<file path="config.mk">
export PLATFORM = sky130hd
export DESIGN_NAME = sort4_sequencer
export DESIGN_NICKNAME = d
export VERILOG_FILES = /design/src/rtl/sort4_sequencer_pkg.sv /design/src/rtl/sort_cas_cell.sv /design/src/rtl/sort4_sequencer.sv
export SDC_FILE = /design/constraint.sdc
export NUM_CORES = 1
export LEC_CHECK = 0
export ABC_AREA = 1
export BUFFER_PORTS_ARGS = -buffer_cell sky130_fd_sc_hd__buf_2
export CAP_MARGIN = 20
export CORE_MARGIN = 2
export CORE_UTILIZATION = 39
export DETAILED_ROUTE_END_ITERATION = 8
export SYNTH_ARGS = -nofsm -noshare
export SYNTH_HDL_FRONTEND = slang
export SYNTH_SLANG_ARGS = --single-unit
</file>
<file path="constraint.sdc">
create_clock -name clk -period 7 [get_ports clk]
set_clock_uncertainty 0.15 [all_clocks]
set_input_delay 1.05 -clock clk [delete_from_list [all_inputs] [get_ports clk]]
set_output_delay 1.05 -clock clk [all_outputs]
set_load 0.02 [all_outputs]
</file>
<file path="src/rtl/sort4_sequencer_pkg.sv">
// Shared definitions for the sort4_sequencer block: FSM encodings, default sizes
// and the total-compare helper. The optional early-exit feature is SORT_EARLY_EXIT_EN.
package sort4_sequencer_pkg;

   localparam int DEFAULT_N_ELEMS = 4;
   localparam int DEFAULT_WIDTH   = 4;

   typedef enum logic [1:0] {
      IDLE = 2'd0,
      SORT = 2'd1,
      DONE = 2'd2
   } state_t;

   function automatic int total_cmps(input int n);
      return (n * (n - 1)) / 2;
   endfunction

   localparam int DEFAULT_TOTAL_CMPS = total_cmps(DEFAULT_N_ELEMS);

endpackage

</file>
<file path="src/rtl/sort_cas_cell.sv">
// Combinational signed compare-and-swap: lo/hi are the ordered pair, swap flags a > b.
module sort_cas_cell #(
   parameter int WIDTH = 4
) (
   input  logic [WIDTH-1:0] a,
   input  logic [WIDTH-1:0] b,
   output logic [WIDTH-1:0] lo,
   output logic [WIDTH-1:0] hi,
   output logic             swap
);

   assign swap = $signed(a) > $signed(b);
   assign lo   = swap ? b : a;
   assign hi   = swap ? a : b;

endmodule

</file>
<file path="src/rtl/sort4_sequencer.sv">
// Sequential in-place bubble sorter using one time-multiplexed compare-and-swap cell.
// Define SORT_EARLY_EXIT_EN to finish as soon as a full pass makes no swap.
module sort4_sequencer
   import sort4_sequencer_pkg::*;
#(
   parameter int N_ELEMS = DEFAULT_N_ELEMS,
   parameter int WIDTH   = DEFAULT_WIDTH,
   parameter int CNT_W   = 3
) (
   input  logic                     clk,
   input  logic                     reset,
   input  logic                     load_valid,
   input  logic [WIDTH-1:0]         load_data,
   input  logic                     start,
   output logic                     busy,
   output logic                     done,
   output logic [N_ELEMS*WIDTH-1:0] sorted_flat,
   output logic [CNT_W-1:0]         swap_count
);

   localparam int PTR_W = $clog2(N_ELEMS);

   state_t             state_reg, state_next;
   logic [WIDTH-1:0]   elem_reg  [N_ELEMS];
   logic [WIDTH-1:0]   elem_next [N_ELEMS];
   logic [PTR_W-1:0]   load_ptr_reg, load_ptr_next;
   logic [PTR_W-1:0]   pass_reg, pass_next;
   logic [PTR_W-1:0]   cmp_reg, cmp_next;
   logic [PTR_W-1:0]   cmp_hi_idx;
   logic [CNT_W-1:0]   swap_count_reg, swap_count_next;
   logic [WIDTH-1:0]   cas_lo, cas_hi;
   logic               cas_swap;
   logic               last_cmp, last_pass;
`ifdef SORT_EARLY_EXIT_EN
   logic               pass_swapped_reg, pass_swapped_next;
`endif

   assign cmp_hi_idx = cmp_reg + PTR_W'(1);
   assign last_cmp   = (cmp_reg == PTR_W'(N_ELEMS - 2) - pass_reg);
   assign last_pass  = (pass_reg == PTR_W'(N_ELEMS - 2));

   sort_cas_cell #(
      .WIDTH (WIDTH)
   ) u_cas (
      .a    (elem_reg[cmp_reg]),
      .b    (elem_reg[cmp_hi_idx]),
      .lo   (cas_lo),
      .hi   (cas_hi),
      .swap (cas_swap)
   );

   always_comb begin
      state_next      = state_reg;
      load_ptr_next   = load_ptr_reg;
      pass_next       = pass_reg;
      cmp_next        = cmp_reg;
      swap_count_next = swap_count_reg;
      for (int i = 0; i < N_ELEMS; i++) begin
         elem_next[i] = elem_reg[i];
      end
`ifdef SORT_EARLY_EXIT_EN
      pass_swapped_next = pass_swapped_reg;
`endif

      unique case (state_reg)
         IDLE: begin
            // A load wins over a same-cycle start.
            if (load_valid) begin
               elem_next[load_ptr_reg] = load_data;
               load_ptr_next = (load_ptr_reg == PTR_W'(N_ELEMS - 1)) ? '0
                                                                       : load_ptr_reg + PTR_W'(1);
            end else if (start) begin
               state_next      = SORT;
               swap_count_next = '0;
               pass_next       = '0;
               cmp_next        = '0;
`ifdef SORT_EARLY_EXIT_EN
               pass_swapped_next = 1'b0;
`endif
            end
         end

         SORT: begin
            if (cas_swap) begin
               elem_next[cmp_reg]    = cas_lo;
               elem_next[cmp_hi_idx] = cas_hi;
               swap_count_next       = swap_count_reg + CNT_W'(1);
            end
            if (last_cmp) begin
               cmp_next = '0;
               if (last_pass) begin
                  state_next = DONE;
               end else begin
                  pass_next = pass_reg + PTR_W'(1);
               end
`ifdef SORT_EARLY_EXIT_EN
               pass_swapped_next = 1'b0;
               if (!(pass_swapped_reg || cas_swap)) begin
                  state_next = DONE;
               end
`endif
            end else begin
               cmp_next = cmp_reg + PTR_W'(1);
`ifdef SORT_EARLY_EXIT_EN
               pass_swapped_next = pass_swapped_reg | cas_swap;
`endif
            end
         end

         DONE: begin
            load_ptr_next = '0;
            state_next    = IDLE;
         end

         default: state_next = IDLE;
      endcase
   end

   always_ff @(posedge clk or posedge reset) begin
      if (reset) begin
         state_reg      <= IDLE;
         load_ptr_reg   <= '0;
         pass_reg       <= '0;
         cmp_reg        <= '0;
         swap_count_reg <= '0;
`ifdef SORT_EARLY_EXIT_EN
         pass_swapped_reg <= 1'b0;
`endif
      end else begin
         state_reg      <= state_next;
         load_ptr_reg   <= load_ptr_next;
         pass_reg       <= pass_next;
         cmp_reg        <= cmp_next;
         swap_count_reg <= swap_count_next;
`ifdef SORT_EARLY_EXIT_EN
         pass_swapped_reg <= pass_swapped_next;
`endif
      end
   end

   generate
      for (genvar gi = 0; gi < N_ELEMS; gi++) begin : g_elem
         always_ff @(posedge clk or posedge reset) begin
            if (reset) begin
               elem_reg[gi] <= '0;
            end else begin
               elem_reg[gi] <= elem_next[gi];
            end
         end
         assign sorted_flat[gi*WIDTH +: WIDTH] = elem_reg[gi];
      end
   endgenerate

   assign busy       = (state_reg == SORT);
   assign done       = (state_reg == DONE);
   assign swap_count = swap_count_reg;

endmodule

</file>
==> results of run 1 <==
## final cells by class
class | instances | area, sq um
fillers | 623 | 3030
multi-input cells | 271 | 1430
flip-flops and latches | 27 | 676
repair buffers | 29 | 168
inverters | 25 | 96.3
well taps | 72 | 90.1
clock buffers | 3 | 41.3
clock inverters | 1 | 8.76
## routing by layer
metal | track usage | vias up | part of all wire
met1 | 0.301 | 1007 | 0.49
met5 | 0 | - | 0
met4 | 0.0712 | 0 | 0.018
li1 | - | 1144 | -
met2 | 0.325 | 64 | 0.43
met3 | 0.0260 | 7 | 0.057
## cell usage after synthesis
master      n  share of area
a21oi_1     7          0.016
a22oi_1     1         0.0033
a31oi_1     1         0.0028
a31oi_4     2          0.019
buf_2       2         0.0044
buf_4       2         0.0067
buf_6       2          0.010
clkbuf_2    1         0.0022
dfrtp_1    27           0.30
ha_1       14          0.078
inv_1      22          0.037
inv_2       2         0.0033
inv_4       1         0.0028
nand2_1   108           0.18
nand2_2     2         0.0056
nand2_4     5          0.025
nand3_1    75           0.17
nand3_2     2         0.0089
nand3_4     2          0.016
nor2_1     31          0.052
nor2_2      3         0.0083
nor2_8      1         0.0089
nor3_1      3         0.0067
o21ai_0     9          0.020
o21ai_2     1         0.0039
o31ai_1     1         0.0033
or2_1       1         0.0028
xor2_1      2         0.0078
## stage by stage
stage,instances,hold slack [ns],utilization,setup slack (ns),instance area (sq um)
3_3_place_gp,423,0.297,0.438,3.62,2430
6_report,428,0.321,0.452,3.47,2510
3_5_place_dp,423,0.308,0.438,3.52,2430
4_1_cts,427,0.323,0.447,3.50,2480
5_1_grt,428,0.353,0.452,3.15,2510
2_1_floorplan,330,0.306,-,4.39,2250
## final timing paths
kind                       slack [ns]                 startpoint  cells after the start                          end
min in group asynchronous        0.57                      reset                      2  sorted_flat[10]$_DFFE_PP0P_
setup / recovery                 3.47     cmp_reg[0]$_DFFE_PP0P_                     16   sorted_flat[1]$_DFFE_PP0P_
setup reg to reg                 3.47     cmp_reg[0]$_DFFE_PP0P_                     16   sorted_flat[1]$_DFFE_PP0P_
hold reg to reg                  0.32  swap_count[2]$_DFFE_PP0P_                      1    swap_count[2]$_DFFE_PP0P_
hold / removal                   0.32  swap_count[2]$_DFFE_PP0P_                      1    swap_count[2]$_DFFE_PP0P_
max in group asynchronous        5.72                      reset                      3   sorted_flat[0]$_DFFE_PP0P_
## kinds of logic after synthesis
group                    Yosys count  share of synthesized area
XOR/XNOR                           2                    0.00778
adder cells (fa/ha/maj)           14                     0.0778
AND/OR/NAND/NOR                  233                      0.480
AO/OA/AOI/OAI                     22                     0.0678
flip-flops                        27                      0.300
buffers and inverters             32                     0.0661
## worst reg2reg max path: cells and delay by family (launching register included)
family,cells,cell delay (ns)
flip-flops,1,0.80
adder cells (fa/ha/maj),2,0.69
AND/OR/NAND/NOR,11,1.30
buffers and inverters,3,0.53
==> results.ini, run 1 <==
[setup_path]
start_kind=register
worst_path_dominant_cell_family=simple AND/OR/NAND/NOR gates
worst_path_most_repeated_cell=nand2_1
worstPathCellList=inv_2 > ha_1 > inv_1 > nand3_1 > nand2_1 > inv_1 > ha_1 > nand2_1 > nor2_2 > nor2_8 > nand3_4 > nand2_4 > nand2_2 > nor2_1 > nand2_1 > nand2_1
worstPathArrival_ns=3.60
cp-end-kind=register
critPathKind=register to register
crit_fanout=22
cp_data_required_time_ns=7.07
max_stage_delay_ns=0.80
crit_slowest_cell=dfrtp_1
path_buf_inv=3

[finish]
diodes=0
final_net_count=379
layout_common_cells=108 x nand2_1, 75 x nand3_1, 31 x nor2_1
final_layout_size_suffix_gt1_frac=0.152
final_common_cell=nand2_1
syn_to_final_growth_pct=11.3
largest_reg_flops=16

[route]
drc=0
drtIter0Drc=193
vias=2222
ant_nets=0
wl_per_cell_um=14.4
vias_per_cell=5.19
routed_wirelength_um=6140
firstDrtPassIters=5

[timing]
fin_crit_ns=3.53
relSlewSlack=0.546
max_freq_mhz=284
tightest_slew_ns=0.681
hold_violations=0
fin_tns_setup_ns=0
rsz0062_at_grt=false
setup_violations=0
final-max-slew-violation-count=0
timing.final.crit_share=0.504

[synth]
synth_area_sq_mm=0.00225
yosysUniqueCellTypes=28
ys_ff_latch=27
yosysSeqAreaShare=0.300
yosys_warnings=0
syn_area_per_cell_sq_um=6.82
synth_cells=330
synth_nets=352

[clocking]
ctsHoldBuffers=0
insertion_delay_ns=0.28
ctsRootBufferMaster=clkbuf_8
clk_pin_slew_ns=0.11
cts.sinks=27
cts_setup_buffers=0
cts_buffer_depth=2
numCtsBuffers=3
htreeDepth=1
cts_tree=done
ctsResizeCount=0

[place]
hpwl_um=4730
io_buffer_count=28
globalplace.congestion=0.904

[global_routing]
antenna_found_initial=0
track_usage=0.210
grt_max_degree=34
gr-total-overflow=0
grt_pass1_wl_um=10300
grt_pass1_vias=2131

[run_status]
outcome=complete, no violations

[die]
num_rows=27
die_y_um=80.0
core_sq_mm=0.00554
start_util=0.406
die-area_sq_mm=0.00640
io_pins=29
die_w_um=80.0

[run]
maxCapViolCount=0

[min_path]
hold_class=register to register

Power of run 1 is not shown: default switching activity piles up to over one toggle a cycle in this logic, so the estimate is an artifact.
==> run 2: changes to the inputs <==
clock period = 3.1 ns   (was 7 ns; I/O delays follow)
==> results.ini, run 2 (synthesized netlist as in run 1, its figures left out) <==
[setup_path]
crit_fanout=10
max_stage_delay_ns=0.39
cp-end-kind=register
critPathKind=register to register
start_kind=register
cp_data_required_time_ns=3.17
worstPathCellList=inv_1 > ha_1 > inv_1 > nand3_1 > nand2_1 > inv_1 > ha_1 > nand2_1 > nor2_2 > nor2_8 > nand3_4 > nand2_4 > nand2_2 > nor2_1 > nand2_1 > nand2_1
crit_slowest_cell=dfrtp_1
path_buf_inv=3
worstPathArrival_ns=2.88
worst_path_dominant_cell_family=simple AND/OR/NAND/NOR gates
r2r_setup_slack_ns=0.29
worst_path_most_repeated_cell=nand2_1

[finish]
diodes=0
layout_common_cells=108 x nand2_1, 75 x nand3_1, 31 x nor2_1
multi_input_area_sq_mm=0.00143
nFillCells=601
final_common_cell=nand2_1
regArea_sq_um=676
largest_reg_flops=16
final_net_count=382
syn_to_final_growth_pct=11.4
final_layout_size_suffix_gt1_frac=0.159

[route]
firstDrtPassIters=4
vias_per_cell=5.08
routed_wirelength_um=5940
vias=2190
drtIter0Drc=167
drc=0
wl_per_cell_um=13.8
ant_nets=0

[die]
die_y_um=80.0
core_sq_mm=0.00554
die_w_um=80.0
io_pins=29
num_rows=27
start_util=0.406
die-area_sq_mm=0.00640

[clocking]
cts_buffer_depth=2
insertion_delay_ns=0.28
ctsHoldBuffers=0
cts_tree=done
htreeDepth=1
ctsRootBufferMaster=clkbuf_8
ctsResizeCount=0
cts.sinks=27
clk_pin_slew_ns=0.10
numCtsBuffers=3
cts_setup_buffers=0

[timing]
fin_crit_ns=2.81
setup_slack_ns=0.292
relSlewSlack=0.745
final-max-slew-violation-count=0
timing.final.crit_share=0.906
hold_violations=0
fin_tns_setup_ns=0
tightest_slew_ns=0.382
setup_violations=0
max_freq_mhz=356
rsz0062_at_grt=false

[place]
place_ws_ns=0.307
io_buffer_count=28
hpwl_um=4660
globalplace.congestion=0.898

[global_routing]
met3_usage=0.0249
gr-total-overflow=0
grt_pass1_vias=2054
antenna_found_initial=0
grt_max_degree=34
grt_pass1_wl_um=10100
top_usage_layer=met1
grt_use_met2=0.300
grt_util_met1=0.309
track_usage=0.205

[run_status]
outcome=complete, no violations

[min_path]
hold_class=input pin to asynchronous set/reset pin

[run]
maxCapViolCount=0

==> run 2: cell type report <==
cell class              instances  area share
multi-input cells             271       0.569
clock inverters                 1     0.00299
repair buffers                 32      0.0679
clock buffers                   3      0.0165
inverters                      25      0.0384
well taps                      72      0.0359
flip-flops and latches         27       0.269
==> run 2: routing by layer <==
layer / vias up / share of wire
met3: 6 / 0.050
met2: 56 / 0.43
met5: - / 0
li1: 1147 / -
met1: 981 / 0.50
met4: 0 / 0.014
==> run 2: path summary, 6_finish.rpt <==
kind,cells after the start,from,end
max in group asynchronous,3,reset,cmp_reg[1]$_DFFE_PP0P_
setup reg to reg,16,cmp_reg[1]$_DFFE_PP0P_,sorted_flat[1]$_DFFE_PP0P_
hold reg to reg,1,swap_count[2]$_DFFE_PP0P_,swap_count[2]$_DFFE_PP0P_
setup / recovery,16,cmp_reg[1]$_DFFE_PP0P_,sorted_flat[1]$_DFFE_PP0P_
hold / removal,3,reset,cmp_reg[0]$_DFFE_PP0P_
min in group clk,3,load_valid,load_ptr_reg[1]$_DFFE_PP0P_
==> run 2: through the flow <==
stage,area (sq um),utilization,cells,hold slack [ns]
floorplan,2250,-,330,0.306
global placement,2460,0.444,427,0.296
detailed placement,2460,0.444,427,0.305
CTS,2510,0.453,431,0.0835
global route,2510,0.453,431,0.121
finish,2510,0.453,431,0.0768
==> run 2: worst min-delay path: cells and delay by family <==
family	cells	cell delay [ns]
buffers and inverters	3	0.45
Power of run 2 is left out for the same reason.
